**src/rtl/sram_port_arbiter.sv**
```systemverilog
// Round-robin arbiter sharing one dual-port SRAM between NUM_REQ requesters. Read and write
// ports are arbitrated independently; read data is steered back through an owner-tag FIFO.
module sram_port_arbiter #(
    parameter int unsigned NUM_REQ         = 4,
    parameter int unsigned ADDR_WIDTH      = 16,
    parameter int unsigned DATA_WIDTH      = 64,
    parameter int unsigned MAX_OUTSTANDING = 4
) (
    input  logic                             i_clk,
    input  logic                             i_nrst,

    input  logic [NUM_REQ-1:0]               i_rd_req,
    input  logic [NUM_REQ*ADDR_WIDTH-1:0]    i_rd_addr,
    output logic [NUM_REQ-1:0]               o_rd_gnt,
    output logic [DATA_WIDTH-1:0]            o_rd_data,
    output logic [NUM_REQ-1:0]               o_rd_valid,

    input  logic [NUM_REQ-1:0]               i_wr_req,
    input  logic [NUM_REQ*ADDR_WIDTH-1:0]    i_wr_addr,
    input  logic [NUM_REQ*DATA_WIDTH-1:0]    i_wr_data,
    output logic [NUM_REQ-1:0]               o_wr_gnt,

    output logic                             o_sram_write_en,
    output logic [ADDR_WIDTH-1:0]            o_sram_write_addr,
    output logic [DATA_WIDTH-1:0]            o_sram_data_in,
    output logic                             o_sram_read_en,
    output logic [ADDR_WIDTH-1:0]            o_sram_read_addr,
    input  logic [DATA_WIDTH-1:0]            i_sram_data_out,
    input  logic                             i_sram_data_out_valid,

    output logic                             o_err_unexpected
);

    localparam int unsigned PtrW   = $clog2(NUM_REQ);
    localparam int unsigned FifoAw = (MAX_OUTSTANDING > 1) ? $clog2(MAX_OUTSTANDING) : 1;
    localparam int unsigned CntW   = $clog2(MAX_OUTSTANDING + 1);

    typedef logic [PtrW-1:0]   idx_t;
    typedef logic [FifoAw-1:0] fptr_t;
    typedef logic [CntW-1:0]   cnt_t;

    // (base + off) mod NUM_REQ, valid for base, off < NUM_REQ.
    function automatic idx_t wrap_add(input idx_t base, input int unsigned off);
        int unsigned sum;
        sum = 32'(base) + off;
        if (sum >= NUM_REQ) begin
            sum = sum - NUM_REQ;
        end
        return idx_t'(sum);
    endfunction

    function automatic void rr_pick(input  logic [NUM_REQ-1:0] req,
                                    input  idx_t               ptr,
                                    output logic               found,
                                    output idx_t               idx);
        found = 1'b0;
        idx   = '0;
        for (int unsigned i = 0; i < NUM_REQ; i++) begin
            if (!found && req[wrap_add(ptr, i)]) begin
                found = 1'b1;
                idx   = wrap_add(ptr, i);
            end
        end
    endfunction

    function automatic fptr_t fifo_inc(input fptr_t p);
        return (32'(p) == MAX_OUTSTANDING - 1) ? '0 : p + fptr_t'(1);
    endfunction

    // State
    idx_t                  rd_ptr_q, rd_ptr_d;
    idx_t                  wr_ptr_q, wr_ptr_d;
    idx_t                  tag_q [MAX_OUTSTANDING];
    idx_t                  tag_d [MAX_OUTSTANDING];
    fptr_t                 fifo_wp_q, fifo_wp_d;
    fptr_t                 fifo_rp_q, fifo_rp_d;
    cnt_t                  cnt_q, cnt_d;
    logic                  err_q, err_d;
    logic                  rd_en_q, rd_en_d;
    logic [ADDR_WIDTH-1:0] rd_addr_q, rd_addr_d;
    logic                  wr_en_q, wr_en_d;
    logic [ADDR_WIDTH-1:0] wr_addr_q, wr_addr_d;
    logic [DATA_WIDTH-1:0] wr_data_q, wr_data_d;

    // Arbitration
    logic rd_found, wr_found;
    idx_t rd_idx, wr_idx;
    logic fifo_full, fifo_empty;
    logic rd_push, rd_pop;

    always_comb begin
        rd_found = 1'b0;
        rd_idx   = '0;
        wr_found = 1'b0;
        wr_idx   = '0;
        rr_pick(i_rd_req, rd_ptr_q, rd_found, rd_idx);
        rr_pick(i_wr_req, wr_ptr_q, wr_found, wr_idx);
    end

    assign fifo_full  = (32'(cnt_q) == MAX_OUTSTANDING);
    assign fifo_empty = (cnt_q == '0);
    // Grant decision uses the pre-pop count, so a pop on a full FIFO does not admit a read.
    assign rd_push    = rd_found && !fifo_full;
    assign rd_pop     = i_sram_data_out_valid && !fifo_empty;

    always_comb begin
        o_rd_gnt = '0;
        o_wr_gnt = '0;
        if (rd_push) begin
            o_rd_gnt[rd_idx] = 1'b1;
        end
        if (wr_found) begin
            o_wr_gnt[wr_idx] = 1'b1;
        end
    end

    always_comb begin
        o_rd_valid = '0;
        if (rd_pop) begin
            o_rd_valid[tag_q[fifo_rp_q]] = 1'b1;
        end
    end

    assign o_rd_data = i_sram_data_out_valid ? i_sram_data_out : '0;

    // Next-state
    always_comb begin
        rd_ptr_d  = rd_ptr_q;
        wr_ptr_d  = wr_ptr_q;
        tag_d     = tag_q;
        fifo_wp_d = fifo_wp_q;
        fifo_rp_d = fifo_rp_q;
        cnt_d     = cnt_q;
        err_d     = err_q | (i_sram_data_out_valid & fifo_empty);
        rd_en_d   = rd_push;
        rd_addr_d = rd_addr_q;
        wr_en_d   = wr_found;
        wr_addr_d = wr_addr_q;
        wr_data_d = wr_data_q;

        if (rd_push) begin
            rd_ptr_d           = wrap_add(rd_idx, 1);
            rd_addr_d          = i_rd_addr[rd_idx * ADDR_WIDTH +: ADDR_WIDTH];
            tag_d[fifo_wp_q]   = rd_idx;
            fifo_wp_d          = fifo_inc(fifo_wp_q);
        end
        if (rd_pop) begin
            fifo_rp_d = fifo_inc(fifo_rp_q);
        end
        unique case ({rd_push, rd_pop})
            2'b10:   cnt_d = cnt_q + cnt_t'(1);
            2'b01:   cnt_d = cnt_q - cnt_t'(1);
            default: cnt_d = cnt_q;
        endcase

        if (wr_found) begin
            wr_ptr_d  = wrap_add(wr_idx, 1);
            wr_addr_d = i_wr_addr[wr_idx * ADDR_WIDTH +: ADDR_WIDTH];
            wr_data_d = i_wr_data[wr_idx * DATA_WIDTH +: DATA_WIDTH];
        end
    end

    always_ff @(posedge i_clk or negedge i_nrst) begin
        if (!i_nrst) begin
            rd_ptr_q  <= '0;
            wr_ptr_q  <= '0;
            for (int unsigned i = 0; i < MAX_OUTSTANDING; i++) begin
                tag_q[i] <= '0;
            end
            fifo_wp_q <= '0;
            fifo_rp_q <= '0;
            cnt_q     <= '0;
            err_q     <= 1'b0;
            rd_en_q   <= 1'b0;
            rd_addr_q <= '0;
            wr_en_q   <= 1'b0;
            wr_addr_q <= '0;
            wr_data_q <= '0;
        end else begin
            rd_ptr_q  <= rd_ptr_d;
            wr_ptr_q  <= wr_ptr_d;
            tag_q     <= tag_d;
            fifo_wp_q <= fifo_wp_d;
            fifo_rp_q <= fifo_rp_d;
            cnt_q     <= cnt_d;
            err_q     <= err_d;
            rd_en_q   <= rd_en_d;
            rd_addr_q <= rd_addr_d;
            wr_en_q   <= wr_en_d;
            wr_addr_q <= wr_addr_d;
            wr_data_q <= wr_data_d;
        end
    end

    assign o_sram_read_en    = rd_en_q;
    assign o_sram_read_addr  = rd_addr_q;
    assign o_sram_write_en   = wr_en_q;
    assign o_sram_write_addr = wr_addr_q;
    assign o_sram_data_in    = wr_data_q;
    assign o_err_unexpected  = err_q;

endmodule

```
**config.mk**
```make
export PLATFORM = sky130hd
export DESIGN_NAME = sram_port_arbiter
export DESIGN_NICKNAME = d
export VERILOG_FILES = /design/src/rtl/sram_port_arbiter.sv
export SDC_FILE = /design/constraint.sdc
export NUM_CORES = 1
export LEC_CHECK = 0
export BUFFER_PORTS_ARGS = -buffer_cell sky130_fd_sc_hd__buf_2
export CORE_AREA = 10 10 239 241
export CTS_CLUSTER_DIAMETER = 120
export DETAILED_ROUTE_END_ITERATION = 8
export DIE_AREA = 0 0 249 251
export HOLD_SLACK_MARGIN = 0.08
export PLACE_DENSITY_LB_ADDON = 0.1
export SYNTH_ARGS = -nofsm -noshare
export SYNTH_HDL_FRONTEND = slang
export SYNTH_SLANG_ARGS = --single-unit
```
**constraint.sdc**
```tcl
create_clock -name i_clk -period 2.6 [get_ports i_clk]
set_clock_uncertainty 0.1 [all_clocks]
set_input_delay 0.39 -clock i_clk [delete_from_list [all_inputs] [get_ports i_clk]]
set_output_delay 0.39 -clock i_clk [all_outputs]
set_load 0.02 [all_outputs]
```
After elaboration in Yosys (flattened, before gate mapping) --
Cells that the tools add are included.
Storage, ports and cells: input bits 459, register bits 118, output and inout port bits 175
Cells by class: eq/ne operators 5, mux-type cells 61, shifts and indexed selects 3, bitwise gates (word level) 4, add/sub/neg operators 22, order comparisons 27, reduce and logical (&&, ||, !) cells 22
Operators with widths (count):
- 256-bit by 9-bit indexed part select with 64-bit output | 1
- 64-bit by 7-bit indexed part select with 16-bit output | 2
- 64-bit 2-to-1 mux | 1
- 2-bit 2-to-1 mux | 23
- 2-bit by 3-bit < comparator with 1-bit output, second input constant | 11
- 3-bit greater-or-equal comparator, second input constant | 10
- 2-bit by 1-bit subtractor with 2-bit output, second input constant | 10
- 1-bit 2-to-1 mux | 19
- 1-bit binary-select mux with 2-bit select | 8
- 2-bit by 1-bit adder with 3-bit output, second input constant | 4
- 2-bit by 2-bit adder with 3-bit output, second input constant | 4
- 1-bit logical AND | 12
- 4-bit 2-to-1 mux | 3
- 8-bit bitwise mux | 1
- 1-bit zero test | 8
- 1-bit demux with 2-bit select | 3
- 2-bit equality test, second input constant | 3
- 2-bit by 1-bit greater-or-equal comparator with 1-bit output, second input constant | 3
- 2-bit by 3-bit greater-or-equal comparator with 1-bit output, second input constant | 2
- 2-bit inverter with 3-bit output | 2
- 3-bit case mux with 2 select lines | 1
- 2-bit by 1-bit adder with 2-bit output, second input constant | 2
- 2-bit binary-select mux with 2-bit select | 1
- 2-bit demux with 2-bit select | 1
- 9 further kinds | 9

Longest topological paths before layout --
Gate-level depths: netlist (run 1).
depth in word-level cells 19, depth in mapped cells 9, mapped depth without buffers 9

Least setup slack after synthesis (run 1) --
No wires, ideal clock.
path type register to output, from register wr_ptr_q[1], to output port o_wr_gnt[0], buffers on the path 3, cell stages (with the launch flop) 10, setup slack 310 ps, data arrival time 1800 ps, cells stage by stage dfrtp_1 buf_4 nand2b_4 a21o_4 and2_4 inv_4 buf_6 buf_4 ha_1 and2_1
Between the ends: word-level cells in the longest chain between the ends 19, elaborated cells on any way between the ends 43, those cells by class 7 x add/sub; 6 x order compare; 23 x mux; 7 x reduce/logical
RTL lines:
- start, declared | RTL line 72 | idx_t wr_ptr_q, wr_ptr_d;
- start signal, assigned | RTL line 181 | wr_ptr_q <= wr_ptr_d;
- parallel branches: the longest is 18 deep, another holds 2-bit by 1-bit adder with 3-bit output
- 4-bit 2-to-1 mux (*) | RTL line 112 | if (wr_found) begin
- end, declared | RTL line 21 | output logic [NUM_REQ-1:0] o_wr_gnt,
Mark *: on every way between the ends. The select of a mux whose other input is x is not followed.

Worst setup path after layout (run 1) --
from register rd_ptr_q[1], to output port o_rd_gnt[0]
Between the ends: word-level cells in the longest chain between the ends 19, elaborated cells on any way between the ends 44, those cells by class 7 x add/sub; 6 x order compare; 23 x mux; 8 x reduce/logical
RTL lines:
- start, declared | RTL line 71 | idx_t rd_ptr_q, rd_ptr_d;
- start signal, assigned | RTL line 180 | rd_ptr_q <= rd_ptr_d;
- parallel branches: the longest is 13 deep, another holds 2-bit by 1-bit adder with 3-bit output
- 2-bit 2-to-1 mux (*) | RTL line 59 | if (!found && req[wrap_add(ptr, i)]) begin
- via rd_idx[1] | RTL line 87 | idx_t rd_idx, wr_idx;
- 2-bit by 3-bit < comparator with 1-bit output (not written as such) / 2-bit by 1-bit greater-or-equal comparator with 1-bit output (equally long branches) | RTL line 110 | o_rd_gnt[rd_idx] = 1'b1;
- 1-bit logical AND (not written as such) | RTL line 110
- 1-bit 2-to-1 mux (not written as such) | RTL line 110
- 1-bit demux with 2-bit select (*) | RTL line 110
- 4-bit 2-to-1 mux (*) | RTL line 109 | if (rd_push) begin
- end, declared | RTL line 14 | output logic [NUM_REQ-1:0] o_rd_gnt,
Mark *: on every way through the listed nets, which the timed path passes. The select of a mux whose other input is x is not followed.

==> results of run 1 <==
==> area by class of cell <==
cell class / count / area, µm²
Tap cell: 688 / 861
Sequential cell: 118 / 2960
Timing Repair inverter: 1 / 8.76
Multi-Input combinational cell: 648 / 4880
Fill cell: 5764 / 39100
Inverter: 13 / 68.8
Antenna cell: 1 / 2.50
Clock buffer: 19 / 443
Timing Repair Buffer: 686 / 3740
Clock inverter: 13 / 156
==> Yosys cell counts, drive strengths merged (2+ instances only) <==
cell type,count
ha,14
a21oi,21
nand2,17
dfrtp,118
o21a,3
nand2b,4
a21o,5
o31ai,16
nor3,4
mux2,25
nand4,16
and3,81
xor2,2
buf,26
mux2i,81
o21ai,6
nor2,89
inv,13
a211oi,160
mux4,2
clkbuf,56
a221o,16
and2,73
==> stage by stage <==
step           cells  worst slack, ns  hold slack [ns]  area (µm²)
6_report        2187           0.0831            0.150       13100
5_1_grt         2186          -0.0628            0.129       13100
4_1_cts         2179          0.00330            0.103       13000
3_5_place_dp    2136            0.192            0.265       12300
3_3_place_gp    2136            0.200            0.265       12300
2_1_floorplan    861            0.310         -0.00559        8220
==> state kept, by name, indices dropped and copies added, names as in the netlist, 2 cells and up <==
name               flops
fifo_rp_q              2
cnt_q                  3
fifo_wp_q              2
wr_ptr_q               2
o_sram_data_in        64
rd_ptr_q               2
tag_q                  8
o_sram_write_addr     16
o_sram_read_addr      16
==> layer usage <==
metal	routed length, µm	GRT usage (%)	up-vias
li1	-	-	4460
met1	18500	15.6	4388
met2	22900	24.8	391
met3	4310	6.82	41
met4	432	3.34	18
met5	137	0	-
==> worst max-delay path by stage <==
| stage | startpoint | endpoint | cells after the start | slack (ns) |
|---|---|---|---|---|
| final | rd_ptr_q[1] | o_rd_gnt[0] | 7 | 0.08 |
| after global routing | rd_ptr_q[1] | o_rd_gnt[0] | 7 | -0.06 |
| after CTS | wr_ptr_q[1] | o_wr_gnt[2] | 7 | 0.003 |
| after detailed placement | i_rd_req[2] | o_rd_gnt[3] | 8 | 0.19 |
| after global placement | i_rd_req[2] | o_rd_gnt[1] | 8 | 0.20 |
| after floorplan | wr_ptr_q[1] | o_wr_gnt[0] | 9 | 0.31 |
==> worst max-delay path, stage by stage (launching register included) <==
cell and delay, ns:
dfrtp_2 0.44, nor3b_1 0.20, a21oi_1 0.12, a21oi_4 0.22, inv_1 0.12, ha_1 0.21
and2_4 0.13, buf_6 0.12
==> logic make-up (layout without fill, tap and decap cells) <==
| logic type | count (synthesis) | count (layout) | synth area share (%) |
|---|---|---|---|
| compound gates | 232 | 232 | 22.3 |
| xor+xnor | 3 | 3 | 0.320 |
| fa+ha+maj | 15 | 15 | 2.37 |
| buf+inv | 95 | 732 | 5.62 |
| flops | 118 | 118 | 35.9 |
| mux | 108 | 108 | 14.3 |
| other cells | 0 | 1 | 0 |
| simple gates | 290 | 290 | 19.1 |
==> what timing repair did <==
action / CTS / global route
hold buffers: 2 / 0
setup endpoints to repair: 8 / 6
gates cloned: 1 / 0
buffers inserted: 8 / 7
hold endpoints to repair: 39 / 0
gates resized for setup: 9 / 22
pin swaps: 7 / 3
==> power by group <==
part | internal (µW) | switching, µW
Clock | 1520 | 972
Combinational | 3150 | 4730
Sequential | 2780 | 573
Total | 7450 | 6270
==> out/summary.txt, run 1 <==
Status: finished, final reports clean
Total of max-cap violations: 0
Fin util: 25.1%
Fin. max-slew vios: 0
Most used DFF post-synth: dfrtp_1
Maximum VDD drop: 0.506 mV
Final period util: 96.8%
CP startpoint kind: flip-flop
HPWL after detailed placement: 36500 µm
Total power per unit cell area: 1050 mW/mm²
Die width: 249 µm
Commonest non-fill, non-tap cell in the layout: buf_2
Worst hold path depth: 3
CP endpoint kind: primary output
Relative slew margins: 50.2%
Number of flops mapped to enable cells by yosys: 0
Root Buffer: clkbuf_16
Mapped cell area: 0.00822 mm²
I/O Pins: 634
Via count: 9298
First-pass GRT wire length: 67800 µm
Slew of the pin with the lowest slew margin: 0.746 ns
Hold_sp: i_wr_data[88]
# DRC: 0
Synth async-reset ratio: 100%
Critical path arrival: 2.03 ns
Min cycle time layout: 2.52 ns
Routed wire length: 46200 µm
WP data required: 2.11 ns
Worst-Skew Late Latency: 0.46 ns
Seq/Total Area, Yosys: 35.9%
Distinct cells, synth: 52
Port-buffer cells: 633
Seq cells post-synth: 118
Vias in the first global route: 10.2k
Area leader, netlist: dfrtp_1
Grt total ovfl: 0
Clock transition at path regs: 0.06 ns
Initial DRC Count: 313
DRT antenna net count: 0
Layout cells sized above 1: 52.1%
DR pass1 iterations: 4
Starting Density: 15.7%
Syn_nets: 1335
Core box area: 0.0522 mm²
CTS max path bufs: 2
Count of final hold-check violations: 0
GRT Total Usage: 14.3%
RR Endpoint: o_sram_read_addr[1]
Final TNS setup: 0 ns
Routability Congestion: 0.853
CTS tree: built
Syn Inst Count: 861
Reg2Reg Setup Slack: 0.26 ns
Average cell area after synthesis: 9.55 µm²
Setup Viol. Count Final: 0
Post-layout net count: 1959
Vias per cell: 4.25
Die area: 0.0625 mm²
Crit Path Max Fanout: 7
Hold path endpoint: o_sram_data_in[24]
R2R depth: 7
Area share of the largest cell type after synthesis: 35.9%
Largest net degree at the start of global routing: 82
Total CTS buffers: 17
Worst min-delay path category: in2reg
Die height: 251 µm
Initial antenna violation count: 10
FF-to-FF Start: rd_ptr_q[1]
H-tree depth: 4
Synth-to-layout area growth: 59.5%
Synthesis Warnings: 0
Static leakage power: 0.00666 µW
Clock sink total: 118
Fmax: 397 MHz
RSZ-0062 raised after global routing: yes
# rows: 84
Most frequent cells in the layout: 626 x buf_2, 142 x a211oi_1, 115 x dfrtp_1, 88 x nor2_1
Total power: 13700 µW
Synth top area cells: dfrtp_1 36%, a211oi_1 13%, mux2i_1 9.9%, and3_1 6.2%, and2_1 5.5%
WS Path Type: reg2out
Wire per inst: 21.1 µm
(Power assumes the default switching activity.)
==> inputs of run 2 (changes only) <==
Settings changed: ABC_AREA set to 1, CORE_AREA 10 10 239 241 to 10 10 238 240, DIE_AREA 0 0 249 251 to 0 0 248 250.
==> run 2 against run 1 <==
- count of clock-buffer cells in the layout increased by 1
- the run now ends with setup timing left
- first-iteration DRC count up 130%
- worst hold slack gained 0.048 ns
- sequential power is 8.4% higher
- via count is 58% higher
- final cell count up 49%
- routed wire length is 38% higher
- critical path depth is 5 higher
- sequential share of layout area fell by 4.6 points
- synthesized area grew 34%
- critical endpoint is now o_rd_gnt[2]
- synthesized cell count up 130%
==> out/summary.txt, run 2 <==
Vias per cell: 4.49
Slew of the pin with the lowest slew margin: 0.619 ns
Initial antenna violation count: 28
Clock transition at path regs: 0.06 ns
Die area: 0.0620 mm²
H-tree depth: 4
Largest net degree at the start of global routing: 100
CP startpoint kind: flip-flop
DRT antenna net count: 0
Synth async-reset ratio: 100%
Hold_sp: i_rd_addr[44]
Average cell area after synthesis: 5.59 µm²
Worst-Skew Late Latency: 0.48 ns
FF-to-FF Start: rd_ptr_q[0]
Most frequent cells in the layout: 711 x nand2_1, 624 x buf_2, 472 x inv_1, 202 x nand3_1, 192 x nand4_1
Syn Inst Count: 1963
Synth-to-layout area growth: 50.3%
Crit Path Max Fanout: 7
Design area: 0.0165 mm²
Most used DFF post-synth: dfrtp_1
Post-DP Area: 0.0149 mm²
DR pass1 iterations: 5
Mapped cell area: 0.0110 mm²
Synth top cells by count: 752 x nand2_1, 484 x inv_1, 212 x nand3_1, 192 x nand4_1, 118 x dfrtp_1
Routed wire length: 63700 µm
Distinct cells, synth: 26
Part of the power in combinational logic: 79.3%
Routability Congestion: 0.877
Die height: 250 µm
CTS tree: built
Syn_nets: 2437
Fmax: 355 MHz
Commonest non-fill, non-tap cell in the layout: nand2_1
Number of flops mapped to enable cells by yosys: 0
HPWL after detailed placement: 47500 µm
# DRC: 0
Worst min-delay path category: in2reg
Relative slew margins: 58.7%
Area share of the largest cell type after synthesis: 26.9%
CP endpoint kind: primary output
First-pass GRT wire length: 90200 µm
Core box area: 0.0520 mm²
Status: finished, violations left
Vias in the first global route: 14.7k
WP data required: 2.11 ns
Fin. max-slew vios: 0
WS Path Type: reg2out
Seq/Total Area, Yosys: 26.9%
Setup Viol. Count Final: 8
Flip-flop count of the largest register after layout: 64
Sw Share: 56.9%
Count leader, synth: nand2_1
Die width: 248 µm
Final period util: 108%
Failing checks: setup timing
Seq pwr share: 12.4%
Wire per inst: 19.5 µm
Synthesis Warnings: 0
Final worst slack: -0.217 ns
Final hold slack: 0.197 ns
Via count: 14.7k
Register area: 0.00296 mm²
Starting Density: 21.1%
Port-buffer cells: 633
Switching Power: 16600 µW
Total CTS buffers: 17
# rows: 84
Count of final hold-check violations: 0
Multi-input logic area: 0.00590 mm²
Maximum VDD drop: 1.20 mV
Fillers: 5954
GRT Total Usage: 18.9%
Layout cells sized above 1: 32.6%
Critical path arrival: 2.33 ns
Crit path from: rd_ptr_q[0]
I/O Pins: 634
Synth top area cells: dfrtp_1 27%, nand2_1 26%, inv_1 17%, nand4_1 11%, nand3_1 9.7%
Total of max-cap violations: 0
Post-layout net count: 3037
Clock share of power: 8.3%
Seq cells post-synth: 118
Initial DRC Count: 721
RSZ-0062 raised after global routing: yes
CTS max path bufs: 2
Internal power: 12600 µW
Final TNS setup: -1.25 ns
Total power per unit cell area: 1770 mW/mm²
Grt total ovfl: 0
Root Buffer: clkbuf_16
Area leader, netlist: dfrtp_1
Min cycle time layout: 2.82 ns
Static leakage power: 0.0107 µW
Clock sink total: 118
[run 2: cell types whose count changed after synthesis, moves of 49 or more]
cell      before  now
nand4_1       16  192
nand3_1        0  212
and3_1        81    0
mux2i_1       81    0
and2_1        72    0
nor2_1        88   14
inv_1         12  484
buf_2          4   53
a211oi_1     142    0
nand2_1       17  752
[run 2: final timing paths]
| kind | end | slack, ns | cells past startpoint |
|---|---|---|---|
| setup reg to reg | cnt_q[2] | 0.03 | 13 |
| setup / recovery | o_rd_gnt[2] | -0.22 | 12 |
| max in group asynchronous | o_sram_read_addr[9] | 1.41 | 3 |
| min in group asynchronous | o_sram_read_addr[14] | 0.34 | 2 |
| hold reg to reg | cnt_q[0] | 0.37 | 1 |
| hold / removal | o_sram_read_addr[12] | 0.20 | 7 |
[run 2: cell type report]
class	instances	area share [%]
multi-input cells	1221	35.8
inverters	492	11.3
repair buffers	712	26.2
diodes	4	0.0607
clock inverters	12	0.781
well taps	688	5.22
repair inverters	1	0.0455
clock buffers	20	2.71
flip-flops and latches	118	17.9
[run 2: cell families (layout without fill, tap and decap cells)]
logic type               count (synthesis)  count (layout)  share of synthesized area, %
XOR/XNOR                                 2               2                         0.160
adder cells (fa/ha/maj)                 15              15                          1.78
flip-flops                             118             118                          26.9
other                                    0               4                             0
AO/OA/AOI/OAI                           24              24                          1.15
AND/OR/NAND/NOR                       1180            1180                          47.7
buffers and inverters                  624            1237                          22.3
[run 2: metal layers]
layer  up-vias  routed length [µm]  GRT usage [%]
li1       7166                   -              -
met1      6855               24100           20.3
met2       527               33100           34.8
met3        78                5460           6.61
met4        34                 878           4.08
met5         -                 208              0
[run 2: per-stage QoR]
step	total power [µW]	utilization, %	worst slack (ns)	cells
after global placement	23800	28.6	0.0699	3191
after global routing	32100	31.7	-0.362	3265
final	29200	31.7	-0.217	3268
after CTS	27600	30.6	-0.237	3242
after floorplan	17200	-	0.0366	1963
after detailed placement	23800	28.6	0.0885	3191
[run 2: power groups by stage]
| stage | Combinational [µW] | Sequential (µW) | Clock, µW |
|---|---|---|---|
| after CTS | 21400 | 3630 | 2530 |
| final | 23100 | 3630 | 2420 |
| after global placement | 20200 | 3630 | 0 |
| after detailed placement | 20200 | 3620 | 0 |
| after floorplan | 12700 | 4500 | 0 |
| after global routing | 25800 | 3740 | 2590 |
[run 2: worst max-delay path: stages (launching register included)]
cell        delay [ns]
dfrtp_2           0.48
clkinvlp_4        0.17
nand2_2           0.11
nand3_1           0.12
nand2_2           0.12
inv_2             0.06
nand3_2           0.10
nor2_1            0.07
nor2_4            0.20
ha_4              0.16
inv_2             0.04
nor2_4            0.09
buf_6             0.12
[run 2: repair_timing]
| item | 4_1_cts | 5_1_grt |
|---|---|---|
| pin swaps | 31 | 35 |
| gates resized for setup | 73 | 68 |
| hold endpoints to repair | 43 | 0 |
| setup endpoints to repair | 8 | 83 |
| cloned | 3 | 9 |
| hold buffers | 1 | 0 |
| setup buffers | 15 | 14 |
==> inputs of run 3 (changes only) <==
Settings changed: RECOVER_POWER set to 50.
==> run 3 against run 2 <==
- the flow still finishes with violations (setup timing)
- sequential cell count unchanged
- total power decreased by 0.67%
- fmax about the same
==> out/summary.txt, run 3 (synthesized netlist as in run 2, its figures left out) <==
Slew of the pin with the lowest slew margin: 1.38 ns
CTS max path bufs: 2
Worst-Skew Late Latency: 0.48 ns
Die height: 250 µm
Clock transition at path regs: 0.06 ns
CTS tree: built
Grt total ovfl: 0
Maximum VDD drop: 1.20 mV
# rows: 84
DR pass1 iterations: 4
Fmax: 355 MHz
Die area: 0.0620 mm²
Wire per inst: 19.5 µm
DRT antenna net count: 0
Fin. max-slew vios: 0
Met2 wire length: 33000 µm
Post-layout net count: 3037
GRT Total Usage: 18.9%
Met1 WL: 24000 µm
Vias per cell: 4.48
Uppermost layer routed: met5
Final period util: 108%
Initial DRC Count: 721
Min cycle time layout: 2.81 ns
Fin cells: 3268
Relative slew margins: 8.31%
Routed wire length: 63700 µm
H-tree depth: 4
Core box area: 0.0520 mm²
Met3 WL: 5480 µm
Most frequent cells in the layout: 711 x nand2_1, 546 x buf_2, 472 x inv_1, 202 x nand3_1, 192 x nand4_1
WS Path Type: reg2out
Final TNS setup: -1.25 ns
Root Buffer: clkbuf_16
Status: finished, violations left
DP Worst Slack: 0.0885 ns
WP data required: 2.11 ns
Synth-to-layout area growth: 49.1%
Total CTS buffers: 17
Vias in the first global route: 14.7k
CP endpoint kind: primary output
Routability Congestion: 0.877
Crit Path Max Fanout: 7
Clock sink total: 118
HPWL after detailed placement: 47500 µm
Setup Viol. Count Final: 8
Total power per unit cell area: 1770 mW/mm²
Die width: 248 µm
Port-buffer cells: 633
Flip-flop count of the largest register after layout: 64
Final worst slack: -0.215 ns
Worst min-delay path category: in2reg
CP startpoint kind: flip-flop
RSZ-0062 raised after global routing: yes
Count of final hold-check violations: 0
Commonest non-fill, non-tap cell in the layout: nand2_1
Layout cells sized above 1: 29.5%
# DRC: 0
Post-DP Area: 0.0149 mm²
Failing checks: setup timing
Reg2Reg Setup Slack: 0.03 ns
First-pass GRT wire length: 90200 µm
Total of max-cap violations: 0
# placed instances: 3191
Critical path arrival: 2.32 ns
I/O Pins: 634
Design area: 0.0164 mm²
Static leakage power: 0.0105 µW
Starting Density: 21.1%
Via count: 14.6k
Initial antenna violation count: 28
Total power: 29000 µW
Largest net degree at the start of global routing: 100
-- run 3: changes by cell type in the layout (fill, tap and decap cells not counted) --
cell | before | now
buf_12 | 9 | 7
buf_2 | 624 | 546
buf_4 | 44 | 43
buf_6 | 14 | 13
clkbuf_1 | 2 | 81
clkbuf_2 | 0 | 2
clkbuf_4 | 0 | 1
-- run 3: cell type report --
cell class	count	area, µm²
Inverter	492	1870
Fill cell	5981	35700
Tap cell	688	861
Antenna cell	4	10.0
Clock buffer	20	447
Clock inverter	12	129
Timing Repair inverter	1	7.51
Timing Repair Buffer	712	4190
Multi-Input combinational cell	1221	5900
Sequential cell	118	2960
-- run 3: per-layer routing --
layer  vias up  global-route usage, %
met2       519                   34.8
met1      6838                   20.3
met4        34                   4.08
met5         -                      0
met3        78                   6.61
li1       7167                      -
-- run 3: final timing paths --
kind                                    start                    to  cells past startpoint
worst max-delay path              rd_ptr_q[0]           o_rd_gnt[2]                     13
worst min-delay path            i_rd_addr[44]  o_sram_read_addr[12]                      7
worst max register to register    rd_ptr_q[0]              cnt_q[2]                     13
worst min register to register       cnt_q[0]              cnt_q[0]                      1
max in group asynchronous              i_nrst           wr_ptr_q[0]                      3
min in group asynchronous              i_nrst      o_err_unexpected                      2
-- run 3: per-stage QoR --
| stage | utilization (%) | hold slack, ns |
|---|---|---|
| after floorplan | - | -0.00559 |
| after global placement | 28.6 | 0.299 |
| after detailed placement | 28.6 | 0.304 |
| after CTS | 30.6 | 0.154 |
| after global routing | 31.4 | 0.207 |
| final | 31.5 | 0.197 |
-- run 3: report_power, final --
part / leakage (µW) / switching [µW] / total [µW] / internal [µW]
Clock: 0.000264 / 1000 / 2430 / 1430
Sequential: 0.00140 / 608 / 3650 / 3040
Combinational: 0.00884 / 15000 / 22900 / 7920
Total: 0.0105 / 16600 / 29000 / 12400
-- run 3: worst max-delay path, stage by stage, from the launching register on --
cell	delay (ns)
dfrtp_2	0.48
clkinvlp_4	0.14
nand2_2	0.07
nand3_1	0.12
nand2_2	0.09
inv_2	0.10
nand3_2	0.11
inv_2	0.10
nor2_4	0.05
nor2_4	0.17
ha_4	0.16
inv_2	0.04
nor2_4	0.09
buf_6	0.12
-- run 3: what timing repair did --
item	in CTS	in global routing
buffers inserted	15	14
setup endpoints to repair	8	83
gates resized for setup	73	68
gates cloned	3	9
pin swaps	31	35
hold buffers	1	0
endpoints found under the hold margin	43	0
